===== config.mk =====
export PLATFORM = sky130hd
export DESIGN_NAME = dm_port_arbiter_flat
export DESIGN_NICKNAME = d
export VERILOG_FILES = /design/src/rtl/dm_port_arbiter_if.sv /design/src/rtl/dm_port_arbiter.sv /design/src/flat_wrapper.sv
export SDC_FILE = /design/constraint.sdc
export NUM_CORES = 1
export LEC_CHECK = 0
export ABC_CLOCK_PERIOD_IN_PS = 9400
export BUFFER_PORTS_ARGS = -buffer_cell sky130_fd_sc_hd__buf_2
export CAP_MARGIN = 20
export CORE_UTILIZATION = 31
export DETAILED_ROUTE_END_ITERATION = 10
export SYNTH_ARGS = -nofsm -noshare
export SYNTH_HDL_FRONTEND = slang
export SYNTH_SLANG_ARGS = --single-unit

===== constraint.sdc =====
create_clock -name clk -period 9.4 [get_ports clk]
set_input_delay 0.47 -clock clk [delete_from_list [all_inputs] [get_ports clk]]
set_output_delay 0.47 -clock clk [all_outputs]
set_load 0.01 [all_outputs]

===== src/rtl/dm_port_arbiter_if.sv =====
// Bundle of both requester ports plus the data-memory side of the arbiter.
// slave is the arbiter's view; master is the requesters' and memory's view.
interface dm_port_arbiter_if #(
    parameter int ADDR_W = 12,
    parameter int DATA_W = 32
);
    logic              p0_req;
    logic              p0_we;
    logic [1:0]        p0_mode;
    logic [ADDR_W-1:0] p0_addr;
    logic [DATA_W-1:0] p0_wdata;
    logic              p0_ack;
    logic              p0_err;
    logic [DATA_W-1:0] p0_rdata;

    logic              p1_req;
    logic              p1_we;
    logic [1:0]        p1_mode;
    logic [ADDR_W-1:0] p1_addr;
    logic [DATA_W-1:0] p1_wdata;
    logic              p1_ack;
    logic              p1_err;
    logic [DATA_W-1:0] p1_rdata;

    logic [ADDR_W-1:0] dm_addr;
    logic [DATA_W-1:0] dm_din;
    logic              dm_we;
    logic [1:0]        dm_mode;
    logic [DATA_W-1:0] dm_dout;
    logic              busy;

    modport slave (
        input  p0_req, p0_we, p0_mode, p0_addr, p0_wdata,
        input  p1_req, p1_we, p1_mode, p1_addr, p1_wdata,
        input  dm_dout,
        output p0_ack, p0_err, p0_rdata,
        output p1_ack, p1_err, p1_rdata,
        output dm_addr, dm_din, dm_we, dm_mode, busy
    );

    modport master (
        output p0_req, p0_we, p0_mode, p0_addr, p0_wdata,
        output p1_req, p1_we, p1_mode, p1_addr, p1_wdata,
        output dm_dout,
        input  p0_ack, p0_err, p0_rdata,
        input  p1_ack, p1_err, p1_rdata,
        input  dm_addr, dm_din, dm_we, dm_mode, busy
    );
endinterface


===== src/rtl/dm_port_arbiter.sv =====
// Two-port arbiter/sequencer for the byte-lane data memory: arbitrates, rejects
// illegal or misaligned requests, drives one memory access and returns an ack.
module dm_port_arbiter #(
    parameter int ADDR_W     = 12,
    parameter int DATA_W     = 32,
    parameter int PRIO_FIXED = 0
) (
    input  logic             clk,
    input  logic             rst,
    dm_port_arbiter_if.slave bus
);
    typedef enum logic [1:0] {
        ST_IDLE  = 2'd0,
        ST_ISSUE = 2'd1,
        ST_CAPT  = 2'd2,
        ST_DONE  = 2'd3
    } state_t;

    state_t            state_q;
    logic              last_grant_q;
    logic              grant_q;
    logic              we_q;
    logic              busy_q;
    logic [ADDR_W-1:0] dm_addr_q;
    logic [DATA_W-1:0] dm_din_q;
    logic              dm_we_q;
    logic [1:0]        dm_mode_q;
    logic              p0_ack_q;
    logic              p0_err_q;
    logic [DATA_W-1:0] p0_rdata_q;
    logic              p1_ack_q;
    logic              p1_err_q;
    logic [DATA_W-1:0] p1_rdata_q;

    logic              any_req_d;
    logic              grant_d;
    logic              sel_we_d;
    logic [1:0]        sel_mode_d;
    logic [ADDR_W-1:0] sel_addr_d;
    logic [DATA_W-1:0] sel_wdata_d;
    logic              legal_d;

    // Port selection and legality of the request that would be latched now.
    always_comb begin
        any_req_d = bus.p0_req | bus.p1_req;
        case ({bus.p1_req, bus.p0_req})
            2'b10:   grant_d = 1'b1;
            2'b11:   grant_d = (PRIO_FIXED != 0) ? 1'b0 : ~last_grant_q;
            default: grant_d = 1'b0;
        endcase
        if (grant_d) begin
            sel_we_d    = bus.p1_we;
            sel_mode_d  = bus.p1_mode;
            sel_addr_d  = bus.p1_addr;
            sel_wdata_d = bus.p1_wdata;
        end else begin
            sel_we_d    = bus.p0_we;
            sel_mode_d  = bus.p0_mode;
            sel_addr_d  = bus.p0_addr;
            sel_wdata_d = bus.p0_wdata;
        end
        case (sel_mode_d)
            2'b00:   legal_d = (sel_addr_d[1:0] == 2'b00);
            2'b01:   legal_d = 1'b1;
            2'b10:   legal_d = ~sel_addr_d[0];
            default: legal_d = 1'b0;
        endcase
    end

    // Sequencer FSM; every output is a register so the memory sees clean edges.
    always_ff @(posedge clk or posedge rst) begin
        if (rst) begin
            state_q      <= ST_IDLE;
            last_grant_q <= 1'b1;
            grant_q      <= 1'b0;
            we_q         <= 1'b0;
            busy_q       <= 1'b0;
            dm_addr_q    <= {ADDR_W{1'b0}};
            dm_din_q     <= {DATA_W{1'b0}};
            dm_we_q      <= 1'b0;
            dm_mode_q    <= 2'b00;
            p0_ack_q     <= 1'b0;
            p0_err_q     <= 1'b0;
            p0_rdata_q   <= {DATA_W{1'b0}};
            p1_ack_q     <= 1'b0;
            p1_err_q     <= 1'b0;
            p1_rdata_q   <= {DATA_W{1'b0}};
        end else begin
            case (state_q)
                ST_IDLE: begin
                    dm_we_q   <= 1'b0;
                    dm_mode_q <= 2'b00;
                    if (any_req_d) begin
                        last_grant_q <= grant_d;
                        grant_q      <= grant_d;
                        we_q         <= sel_we_d;
                        busy_q       <= 1'b1;
                        if (legal_d) begin
                            state_q   <= ST_ISSUE;
                            dm_addr_q <= sel_addr_d;
                            dm_din_q  <= sel_wdata_d;
                            dm_mode_q <= sel_mode_d;
                            dm_we_q   <= sel_we_d;
                        end else begin
                            // Rejected: answer immediately, the memory is never touched.
                            state_q    <= ST_DONE;
                            p0_ack_q   <= ~grant_d;
                            p0_err_q   <= ~grant_d;
                            p1_ack_q   <= grant_d;
                            p1_err_q   <= grant_d;
                            p0_rdata_q <= {DATA_W{1'b0}};
                            p1_rdata_q <= {DATA_W{1'b0}};
                        end
                    end else begin
                        state_q <= ST_IDLE;
                        busy_q  <= 1'b0;
                    end
                end
                ST_ISSUE: begin
                    state_q   <= ST_CAPT;
                    dm_we_q   <= 1'b0;
                    dm_mode_q <= 2'b00;
                end
                ST_CAPT: begin
                    state_q    <= ST_DONE;
                    p0_ack_q   <= ~grant_q;
                    p1_ack_q   <= grant_q;
                    p0_err_q   <= 1'b0;
                    p1_err_q   <= 1'b0;
                    p0_rdata_q <= (~grant_q & ~we_q) ? bus.dm_dout : {DATA_W{1'b0}};
                    p1_rdata_q <= (grant_q & ~we_q) ? bus.dm_dout : {DATA_W{1'b0}};
                end
                ST_DONE: begin
                    state_q    <= ST_IDLE;
                    busy_q     <= 1'b0;
                    p0_ack_q   <= 1'b0;
                    p0_err_q   <= 1'b0;
                    p0_rdata_q <= {DATA_W{1'b0}};
                    p1_ack_q   <= 1'b0;
                    p1_err_q   <= 1'b0;
                    p1_rdata_q <= {DATA_W{1'b0}};
                end
                default: begin
                    state_q <= ST_IDLE;
                    busy_q  <= 1'b0;
                    dm_we_q <= 1'b0;
                end
            endcase
        end
    end

    assign bus.dm_addr  = dm_addr_q;
    assign bus.dm_din   = dm_din_q;
    assign bus.dm_we    = dm_we_q;
    assign bus.dm_mode  = dm_mode_q;
    assign bus.busy     = busy_q;
    assign bus.p0_ack   = p0_ack_q;
    assign bus.p0_err   = p0_err_q;
    assign bus.p0_rdata = p0_rdata_q;
    assign bus.p1_ack   = p1_ack_q;
    assign bus.p1_err   = p1_err_q;
    assign bus.p1_rdata = p1_rdata_q;
endmodule


===== src/flat_wrapper.sv =====
// flat-port wrapper written by rule: the top's interface ports become plain ports
module dm_port_arbiter_flat 
#(
    parameter int ADDR_W     = 12,
    parameter int DATA_W     = 32,
    parameter int PRIO_FIXED = 0
)
  (clk, rst, bus_p0_req, bus_p0_we, bus_p0_mode, bus_p0_addr, bus_p0_wdata, bus_p1_req, bus_p1_we, bus_p1_mode, bus_p1_addr, bus_p1_wdata, bus_dm_dout, bus_p0_ack, bus_p0_err, bus_p0_rdata, bus_p1_ack, bus_p1_err, bus_p1_rdata, bus_dm_addr, bus_dm_din, bus_dm_we, bus_dm_mode, bus_busy);
  dm_port_arbiter_if #(.ADDR_W(ADDR_W), .DATA_W(DATA_W)) bus_i ();
  input  logic clk;
  input  logic rst;
  input wire logic [$bits(bus_i.p0_req)-1:0] bus_p0_req;
  input wire logic [$bits(bus_i.p0_we)-1:0] bus_p0_we;
  input wire logic [$bits(bus_i.p0_mode)-1:0] bus_p0_mode;
  input wire logic [$bits(bus_i.p0_addr)-1:0] bus_p0_addr;
  input wire logic [$bits(bus_i.p0_wdata)-1:0] bus_p0_wdata;
  input wire logic [$bits(bus_i.p1_req)-1:0] bus_p1_req;
  input wire logic [$bits(bus_i.p1_we)-1:0] bus_p1_we;
  input wire logic [$bits(bus_i.p1_mode)-1:0] bus_p1_mode;
  input wire logic [$bits(bus_i.p1_addr)-1:0] bus_p1_addr;
  input wire logic [$bits(bus_i.p1_wdata)-1:0] bus_p1_wdata;
  input wire logic [$bits(bus_i.dm_dout)-1:0] bus_dm_dout;
  output wire logic [$bits(bus_i.p0_ack)-1:0] bus_p0_ack;
  output wire logic [$bits(bus_i.p0_err)-1:0] bus_p0_err;
  output wire logic [$bits(bus_i.p0_rdata)-1:0] bus_p0_rdata;
  output wire logic [$bits(bus_i.p1_ack)-1:0] bus_p1_ack;
  output wire logic [$bits(bus_i.p1_err)-1:0] bus_p1_err;
  output wire logic [$bits(bus_i.p1_rdata)-1:0] bus_p1_rdata;
  output wire logic [$bits(bus_i.dm_addr)-1:0] bus_dm_addr;
  output wire logic [$bits(bus_i.dm_din)-1:0] bus_dm_din;
  output wire logic [$bits(bus_i.dm_we)-1:0] bus_dm_we;
  output wire logic [$bits(bus_i.dm_mode)-1:0] bus_dm_mode;
  output wire logic [$bits(bus_i.busy)-1:0] bus_busy;
  assign bus_i.p0_req = bus_p0_req;
  assign bus_i.p0_we = bus_p0_we;
  assign bus_i.p0_mode = bus_p0_mode;
  assign bus_i.p0_addr = bus_p0_addr;
  assign bus_i.p0_wdata = bus_p0_wdata;
  assign bus_i.p1_req = bus_p1_req;
  assign bus_i.p1_we = bus_p1_we;
  assign bus_i.p1_mode = bus_p1_mode;
  assign bus_i.p1_addr = bus_p1_addr;
  assign bus_i.p1_wdata = bus_p1_wdata;
  assign bus_i.dm_dout = bus_dm_dout;
  assign bus_p0_ack = bus_i.p0_ack;
  assign bus_p0_err = bus_i.p0_err;
  assign bus_p0_rdata = bus_i.p0_rdata;
  assign bus_p1_ack = bus_i.p1_ack;
  assign bus_p1_err = bus_i.p1_err;
  assign bus_p1_rdata = bus_i.p1_rdata;
  assign bus_dm_addr = bus_i.dm_addr;
  assign bus_dm_din = bus_i.dm_din;
  assign bus_dm_we = bus_i.dm_we;
  assign bus_dm_mode = bus_i.dm_mode;
  assign bus_busy = bus_i.busy;
  dm_port_arbiter #(.ADDR_W(ADDR_W), .DATA_W(DATA_W), .PRIO_FIXED(PRIO_FIXED)) u_core (.clk(clk), .rst(rst), .bus(bus_i));
endmodule

==> flow_metrics.py <==
metrics = {
    "clock_network": {
        "cts_htree_levels": 4,
        "clock_insertion_delay_worst_skew_ns": 0.41,
        "resized_gates_after_cts": 0,
        "cts_tree": "built",
        "tritoncts.num_buffers": 17,
        "holdBufCountCts": 0,
        "clock_path_buffers": 2,
        "cts.clk_slew.worst_paths_ns": 0.05,
        "post_cts_setup_buffer_count": 0,
        "clock_tree.root_cell": "clkbuf_16",
        "cts_num_sinks": 121,
    },
    "sta": {
        "max_freq_mhz": 370,
        "worst_tran_pin_value_ns": 0.997,
        "setup_tns_ns": 0,
        "maxSlewHeadroom_pct": 33.5,
        "setup_viol": 0,
        "hold_violations": 0,
        "setup_repair_after_global_routing_missed_its_margin": "no",
        "final_min_period_over_clock_period_pct": 28.8,
        "report.final.slew_viol_count": 0,
        "fin_crit_ns": 2.71,
        "clock_skew_ns": 0.0128,
    },
    "synth": {
        "synth_simple_gate_area_share_pct": 14.4,
        "yosysUniqueCellTypes": 34,
        "synthesis.instances": 541,
        "synth_async_sr_flop_share_pct": 100,
        "synth_top_family_by_area": "simple AND/OR/NAND/NOR gates",
        "synth-edff-count": 0,
        "synth.yosys.warnings": 0,
        "synthesis.area_per_instance_um2": 10.6,
        "synth_mux_area_share_pct": 14.0,
        "area_of_the_mapped_netlist_mm2": 0.00575,
        "yosysSeqAreaShare_pct": 52.7,
        "synth_compound_gate_area_share_pct": 13.5,
        "post_synth_fa_ha_maj_area_fraction_pct": 0.871,
        "yosys.area_share.xor_xnor_pct": 0,
        "synth.ff_latch_count": 121,
        "postSynthNetCount": 675,
        "synth_ff_type": "dfrtp_1",
    },
    "critical_path": {
        "critPathKind": "flip-flop to flip-flop",
        "crit_start": "u_core.last_grant_q",
        "worstSetupEndpointType": "flip-flop",
        "cp-start-kind": "flip-flop",
        "crit_path_cell_trace": "a21bo_2, buf_4, nor3_1, a221o_4, mux2_1",
        "crit_path_max_fanout": 66,
        "cp_slowest_stage_delay_ns": 0.69,
        "r2r_start": "u_core.last_grant_q",
        "cp.required_ns": 9.68,
        "cp_data_arrival_time_ns": 2.99,
        "crit_path_max_delay_cell_type": "a221o_4",
    },
    "placed_design": {
        "dp.final_hpwl_mm": 11.0,
        "place_area_mm2": 0.00714,
        "finalWeightedCongestion": 0.751,
        "io_buffer_count": 245,
    },
    "min_path": {
        "min_path_type": "input pin to asynchronous set/reset pin",
    },
    "global_route": {
        "grt_pass1_vias": 5035,
        "grt_antenna_before_repair": 1,
        "grt_remaining_overflow": 0,
        "first_pass_grt_wire_length_mm": 27.1,
        "grt_max_degree": 68,
        "track_usage_pct": 18.0,
    },
    "pwr": {
        "cellPowerDensity_mw_per_mm2": 308,
        "ir_drop_v": 0.000190,
        "p_comb_share_pct": 40.7,
        "power.clock.fraction_pct": 25.0,
        "p_sw_mw": 0.899,
        "intPower_mw": 1.46,
        "p_seq_share_pct": 34.3,
        "power_switching_share_pct": 38.1,
        "total_leakage_power_nw": 4.21,
    },
    "cells_and_area": {
        "final_area_mm2": 0.00767,
        "layout_common_cells": "245 x buf_2, 120 x dfrtp_1, 95 x nand2_1",
        "syn_to_final_growth_pct": 33.4,
        "n_antenna_cell": 0,
        "layout_commonest_cell": "buf_2",
        "share_of_layout_cells_above_drive_strength_1_pct": 42.2,
        "num-nets-final": 898,
        "num-fill-cells": 1805,
    },
    "route": {
        "detail-route-antenna-nets": 0,
        "wl_per_cell_um": 17.0,
        "drt_pre_antenna_iters": 7,
        "avgViaCountPerCell": 5.07,
        "routed_wirelength_mm": 17.0,
        "via_count": 5083,
        "initialDrtViolationCount": 247,
        "route.detailed.drc": 32,
    },
    "floorplan": {
        "rows": 49,
        "fp.dieH_um": 138,
        "area_of_the_core_mm2": 0.0181,
        "initial_core_util_pct": 31.8,
        "num_io_pins": 246,
        "dieWidth_um": 138,
        "die-area_mm2": 0.0191,
    },
    "run_status": {
        "status": "finished with violations",
        "violations": "DRC",
    },
    "job": {
        "maxCapViolations": 0,
    },
}
[power by group through the flow]
| stage | sequential, mW | combinational (mW) | clock, mW |
|---|---|---|---|
| final | 0.809 | 0.962 | 0.591 |
| after global routing | 0.833 | 1.06 | 0.628 |
| after CTS | 0.811 | 0.978 | 0.603 |
| after detailed placement | 0.814 | 0.980 | 0 |
| after global placement | 0.812 | 0.978 | 0 |
| after floorplan | 0.886 | 0.555 | 0 |
[state kept, by name, indices dropped and copies added (netlist names), 2 cells and up]
register,flops
u_core.bus.dm_addr,12
u_core.bus.p1_rdata,32
u_core.state_q,2
u_core.bus.dm_mode,2
u_core.bus.dm_din,32
u_core.bus.p0_rdata,32
[final cells by class]
type	count	area, µm²	area share [%]
clock buffers	19	443	5.78
clock inverters	10	81.3	1.06
inverters	7	28.8	0.375
multi-input cells	363	2500	32.7
flip-flops and latches	121	3030	39.5
well taps	229	287	3.74
repair buffers	254	1290	16.9
[metal layers]
metal	track usage, %	vias up	share of wire, %
met5	0	-	0
met4	5.20	0	0.88
met3	5.89	9	7.3
met2	29.2	197	47
met1	22.7	2476	45
li1	-	2401	-
[critical path: cells and delay by family, from the launching register on]
| kind | cells | cell delay (ns) |
|---|---|---|
| flip-flops | 1 | 0.58 |
| multiplexers | 1 | 0.46 |
| buffers and inverters | 1 | 0.48 |
| AO/OA/AOI/OAI | 2 | 0.83 |
| AND/OR/NAND/NOR | 1 | 0.12 |
[metrics by stage]
stage,hold slack [ns],instances,utilization (%),setup WS [ns],power [mW]
2_1_floorplan,0.473,541,-,5.72,1.44
4_1_cts,0.216,1003,42.4,6.72,2.39
3_5_place_dp,0.469,974,39.5,6.51,1.79
6_report,0.194,1003,42.4,6.69,2.36
3_3_place_gp,0.462,974,39.5,6.57,1.79
5_1_grt,0.240,1003,42.4,6.56,2.52
[kinds of logic (layout without fill, tap and decap cells)]
group	after synthesis	in the layout
and+or+nand+nor	173	173
DFF	121	121
AOI/OAI and AO/OA	117	117
muxes	69	69
buffers and inverters	57	290
adders and majority gates	4	4
[cell usage after synthesis (3+ instances only)]
| master | n | share of area, % |
|---|---|---|
| mux2_2 | 26 | 5.1 |
| nor2_1 | 6 | 0.39 |
| mux2i_1 | 4 | 0.70 |
| a21oi_1 | 4 | 0.35 |
| buf_6 | 4 | 0.78 |
| a31oi_1 | 89 | 9.7 |
| inv_1 | 7 | 0.46 |
| nand2_1 | 95 | 6.2 |
| mux2_1 | 30 | 5.9 |
| ha_1 | 4 | 0.87 |
| and3_1 | 65 | 7.1 |
| o21ai_0 | 7 | 0.61 |
| mux2_4 | 9 | 2.4 |
| clkbuf_1 | 37 | 2.4 |
| nor2b_1 | 3 | 0.33 |
| dfrtp_1 | 120 | 52 |
| buf_2 | 8 | 0.70 |
[path summary, 6_finish.rpt]
path	slack [ns]	cells after the start	end
max	6.69	5	u_core.bus.p0_rdata[4]
min	0.19	2	u_core.bus.p0_rdata[12]
max reg2reg	6.69	5	u_core.bus.p0_rdata[4]
min reg2reg	0.48	1	u_core.bus.p0_rdata[2]
max in group asynchronous	7.85	3	u_core.bus.dm_din[31]
min in group clk	0.31	3	u_core.bus.dm_din[11]
(Power assumes the default switching activity.)
